--- config.mk ---
export PLATFORM = sky130hd
export DESIGN_NAME = regfile_mp_sb
export DESIGN_NICKNAME = d
export VERILOG_FILES = /design/src/rtl/core_pkg.sv /design/src/rtl/regfile_scoreboard.sv /design/src/rtl/regfile_mp_sb.sv
export SDC_FILE = /design/constraint.sdc
export NUM_CORES = 2
export LEC_CHECK = 0
export CELL_PAD_IN_SITES_DETAIL_PLACEMENT = 1
export CELL_PAD_IN_SITES_GLOBAL_PLACEMENT = 2
export CORE_AREA = 2 2 424 426
export DETAILED_ROUTE_END_ITERATION = 8
export DIE_AREA = 0 0 426 428
export GPL_TIMING_DRIVEN = 1
export PLACE_DENSITY_LB_ADDON = 0.1
export REMOVE_ABC_BUFFERS = 1
export SLEW_MARGIN = 30
export SYNTH_ARGS = -nofsm -noshare
export SYNTH_HDL_FRONTEND = slang
export SYNTH_SLANG_ARGS = --single-unit
export TNS_END_PERCENT = 30
--- constraint.sdc ---
create_clock -name clk -period 34.2 [get_ports clk]
set_clock_uncertainty 0.1 [all_clocks]
set_input_delay 6.84 -clock clk [delete_from_list [all_inputs] [get_ports clk]]
set_output_delay 6.84 -clock clk [all_outputs]
set_load 0.02 [all_outputs]
--- src/rtl/core_pkg.sv ---
// Shared core definitions: default register-file geometry and the register address type.
package core_pkg;

  localparam int XLEN_DEF = 32;
  localparam int NREG_DEF = 32;

  function automatic int addr_w(input int nreg);
    return (nreg > 1) ? $clog2(nreg) : 1;
  endfunction

  localparam int AW_DEF = addr_w(NREG_DEF);

  typedef logic [AW_DEF-1:0] reg_addr_t;

  localparam reg_addr_t ZERO_ADDR = '0;

endpackage

--- src/rtl/regfile_scoreboard.sv ---
// Write-after-write scoreboard: one busy bit per register, set by issue reservations,
// cleared by writeback, with per-read-port busy flags for stall decisions.
module regfile_scoreboard
  import core_pkg::*;
#(
  parameter int NREG     = NREG_DEF,
  parameter int NRD      = 2,
  parameter int NWR      = 2,
  parameter int BYPASS   = 1,
  parameter int ZERO_REG = 1,
  localparam int AW      = addr_w(NREG)
) (
  input  logic              clk,
  input  logic              rst,
  input  logic [NRD*AW-1:0] rd_addr,
  input  logic [NWR-1:0]    wr_en,
  input  logic [NWR*AW-1:0] wr_addr,
  input  logic              rsv_en,
  input  logic [AW-1:0]     rsv_addr,
  output logic              rsv_ok,
  output logic [NRD-1:0]    rd_busy,
  output logic [NREG-1:0]   busy_vec
);

  logic [NREG-1:0] busy;
  logic [NREG-1:0] clr_vec;
  logic [NREG-1:0] set_vec;
  logic            rsv_zero;
  logic [AW-1:0]   ra;

  always_comb begin
    clr_vec = '0;
    for (int j = 0; j < NWR; j++) begin
      if (wr_en[j]) clr_vec[wr_addr[j*AW +: AW]] = 1'b1;
    end
  end

  // A busy register being released this cycle may be re-reserved only when its data is forwarded.
  always_comb begin
    rsv_zero = (ZERO_REG != 0) && (rsv_addr == AW'(ZERO_ADDR));
    rsv_ok   = rsv_en && (rsv_zero || !busy[rsv_addr] ||
                          ((BYPASS != 0) && clr_vec[rsv_addr]));
    set_vec  = '0;
    if (rsv_ok && !rsv_zero) set_vec[rsv_addr] = 1'b1;
  end

  // Set after clear: a new producer overrides the retiring one.
  always_ff @(posedge clk or posedge rst) begin
    if (rst) busy <= '0;
    else     busy <= (busy & ~clr_vec) | set_vec;
  end

  always_comb begin
    rd_busy = '0;
    ra      = '0;
    for (int i = 0; i < NRD; i++) begin
      ra = rd_addr[i*AW +: AW];
      if ((ZERO_REG != 0) && (ra == AW'(ZERO_ADDR)))
        rd_busy[i] = 1'b0;
      else if ((BYPASS != 0) && clr_vec[ra])
        rd_busy[i] = 1'b0;
      else
        rd_busy[i] = busy[ra];
    end
  end

  assign busy_vec = busy;

endmodule

--- src/rtl/regfile_mp_sb.sv ---
// Multi-port integer register file with write-after-write scoreboard and optional
// same-cycle write-to-read bypass.
module regfile_mp_sb
  import core_pkg::*;
#(
  parameter int XLEN     = XLEN_DEF,
  parameter int NREG     = NREG_DEF,
  parameter int NRD      = 2,
  parameter int NWR      = 2,
  parameter int BYPASS   = 1,
  parameter int ZERO_REG = 1,
  localparam int AW      = addr_w(NREG)
) (
  input  logic                clk,
  input  logic                rst,
  input  logic [NRD*AW-1:0]   rd_addr,
  output logic [NRD*XLEN-1:0] rd_data,
  output logic [NRD-1:0]      rd_busy,
  input  logic [NWR-1:0]      wr_en,
  input  logic [NWR*AW-1:0]   wr_addr,
  input  logic [NWR*XLEN-1:0] wr_data,
  input  logic                rsv_en,
  input  logic [AW-1:0]       rsv_addr,
  output logic                rsv_ok,
  output logic [NREG-1:0]     busy_vec
);

  logic [XLEN-1:0] mem [NREG];
  logic [AW-1:0]   ra;
  logic [XLEN-1:0] rv;

  // Ports are applied in ascending order so the highest-index writer lands last.
  always_ff @(posedge clk or posedge rst) begin
    if (rst) begin
      for (int r = 0; r < NREG; r++) mem[r] <= '0;
    end else begin
      for (int j = 0; j < NWR; j++) begin
        if (wr_en[j] &&
            !((ZERO_REG != 0) && (wr_addr[j*AW +: AW] == AW'(ZERO_ADDR))))
          mem[wr_addr[j*AW +: AW]] <= wr_data[j*XLEN +: XLEN];
      end
    end
  end

  always_comb begin
    rd_data = '0;
    ra      = '0;
    rv      = '0;
    for (int i = 0; i < NRD; i++) begin
      ra = rd_addr[i*AW +: AW];
      rv = mem[ra];
      if (BYPASS != 0) begin
        for (int j = 0; j < NWR; j++) begin
          if (wr_en[j] && (wr_addr[j*AW +: AW] == ra)) rv = wr_data[j*XLEN +: XLEN];
        end
      end
      if ((ZERO_REG != 0) && (ra == AW'(ZERO_ADDR))) rv = '0;
      rd_data[i*XLEN +: XLEN] = rv;
    end
  end

  regfile_scoreboard #(
    .NREG     (NREG),
    .NRD      (NRD),
    .NWR      (NWR),
    .BYPASS   (BYPASS),
    .ZERO_REG (ZERO_REG)
  ) u_scoreboard (
    .clk      (clk),
    .rst      (rst),
    .rd_addr  (rd_addr),
    .wr_en    (wr_en),
    .wr_addr  (wr_addr),
    .rsv_en   (rsv_en),
    .rsv_addr (rsv_addr),
    .rsv_ok   (rsv_ok),
    .rd_busy  (rd_busy),
    .busy_vec (busy_vec)
  );

endmodule

==> metrics.yaml <==
gp_congestion: 0.894
critPathLaunchType: "primary input"
fin_crit_ns: 18.72
dr.pass1.iters: 6
synth_compound_area_share_pct: 12.7
power.leakage_uw: 0.0325
rsz0062_at_grt: "false"
crit_slowest_cell: "buf_4"
switching_share_pct: 32.3
synth_edf_count: 0
path_clk_slew_ns: 0.05
io_buffers: 192
cts_hold_buf: 0
critPathKind: "in2out"
vias: 57300
initial_core_util_pct: 37.8
final_cell_count_no_fill: 8652
hp-class: "reg2reg"
finalSetupViolCount: 0
path_max_fanout: 50
ys_warn_count: 0
wl_met1_mm: 139
crit_path_max_incr_delay_ns: 0.79
drv_cap: 0
final_cell_mix: "dfrtp_1, nand2_1, nor2_1, mux4_2, mux2i_1"
hold_violations: 0
syn_area_per_cell_sq_um: 10.3
ys_ff_latch: 1056
grt_antenna_before_repair: 4
power.share.clock_pct: 32.4
grt_pass1_wl_mm: 461
synth_top_family_by_area: "multiplexers"
ys.flop_type: "dfrtp_1"
synthMuxAreaShare_pct: 32.1
fin_crit_sh_pct: 54.7
syn_to_final_growth_pct: 12.8
numCtsBuffers: 138
cts_setup_buffers: 0
setup_ws_ns: 15.48
die_y_um: 428
end_kind: "output pin"
num_rows: 155
die_x_um: 426
fillers: 19100
path_delay_family: "buffers and inverters"
first_global_vias: 57200
dp_hpwl_mm: 190
crit_path_cell_trace: "buf_8 > buf_4 > buf_4 > buf_4 > mux4_2 > mux4_2 > mux2i_1 > a21oi_1 > a21o_1 > clkdlybuf4s50_1"
core_sq_um: 178000
top_layer_used: "met4"
synth.distinct_cells: 65
fin_nets: 6289
pre_cts_ws_ns: 15.54
p_sw_uw: 1480
drc: 0
worst-path-buf-inv: 5
gr-usage-all-layers_pct: 35.6
ant_nets: 0
drt_iter0_markers: 7035
post_drt_wl_per_cell_um: 37.7
grt_max_degree: 160
route.met3.wl_mm: 27.4
wirelength_mm: 327
cts.sinks: 1056
p_seq_share_pct: 40.2
path_common_cell: "buf_4"
intPower_uw: 3110
drive_gt1_share_pct: 19.5
fmax_ghz: 0.0534
clock_path_buffers: 3
grt_overflow_total: 0
cts-root-buf: "clkbuf_16"
h-tree-depth: 4
ys_seq_area_share_pct: 39.3
layout_commonest_cell: "dfrtp_1"
synthArstFlopShare_pct: 100
dieArea_sq_um: 182000
met2_length_mm: 144
crit_arrival_ns: 11.78
synth-xor-area-share_pct: 0.261
dp_cells: 8403
slew_headroom_pct: 27.4
insertion_delay_ns: 0.80
netlist_area_sq_um: 67200
worst_pin_slew_ns: 1.09
power.total_uw: 4590
synth_cells: 6495
routed_via_density: 6.62
cp.required_ns: 27.26
pwr-share-comb_pct: 27.4
drv_slew: 0
power_density_nw_per_um2: 60.6
ir_drop_mv: 0.0425
yosys.area_share.simple_pct: 10.7
synth_fa_ha_area_share_pct: 0
num_io_pins: 193
cts_tree: "built"
cts_resized: 0
status: "finished, final reports clean"
flip-flops by register name, summed over array words and instances, names as in the netlist:
| name | cells |
|---|---|
| mem | 1024 |
| u_scoreboard.busy_vec | 32 |
metrics by stage:
step / utilization (%) / hold slack, ns / cell area [sq um] / setup TNS (ns)
6_report: 42.6 / 0.295 / 75700 / 0
5_1_grt: 42.6 / 0.307 / 75700 / 0
4_1_cts: 42.5 / 0.295 / 75500 / 0
3_5_place_dp: 40.0 / 0.283 / 71000 / 0
3_3_place_gp: 39.9 / 0.276 / 70900 / 0
2_1_floorplan: - / 0.265 / 63900 / -2601.74
final cells by class:
cell class	instances	area (sq um)	share of cell area, %
multi-input combinational	4583	38000	50.2
timing repair buffer	408	3810	5.03
tap	2355	2950	3.89
clock buffer	203	4010	5.29
antenna	1	2.50	0.00330
clock inverter	38	478	0.631
inverter	8	38.8	0.0512
sequential	1056	26400	34.9
power by group through the flow:
stage | sequential [uW] | combinational [uW] | clock, uW
after global routing | 1890 | 1350 | 1550
final | 1850 | 1260 | 1490
after CTS | 1840 | 1250 | 1500
after detailed placement | 1860 | 1250 | 0
after floorplan | 1760 | 833 | 0
after global placement | 1850 | 1220 | 0
worst paths after layout:
kind,from,endpoint,slack (ns),cells past startpoint
max in group asynchronous,rst,mem[444],23.84,6
worst max register to register,u_scoreboard.busy_vec[17],u_scoreboard.busy_vec[24],31.38,7
worst min-delay path,mem[999],mem[999],0.29,0
min in group asynchronous,rst,mem[917],6.41,2
worst max-delay path,rd_addr[6],rd_data[33],15.48,10
worst min register to register,mem[999],mem[999],0.29,0
routing by layer:
metal / GRT usage (%) / vias up
met5: 0 / -
met4: 15.0 / 0
met3: 6.77 / 635
met2: 53.1 / 2882
met1: 50.6 / 30700
li1: - / 23100
logic make-up after synthesis:
group / Yosys count
xor+xnor: 20
mux: 1309
flops: 1056
compound gates: 1439
buf+inv: 856
simple gates: 1815
synth_stat cells, drive strengths merged, types with 32 or more instances:
cell,n,area (sq um)
mux4,676,15200
a21oi,434,2170
nand2,987,3700
a21o,32,240
a22o,33,289
a31oi,252,1580
mux2i,631,6320
clkbuf,664,2510
dfrtp,1056,26400
a22oi,145,1150
o21ai,455,2280
buf,183,778
nor2,705,2650
Note: power is estimated with default switching activity, not from simulation.
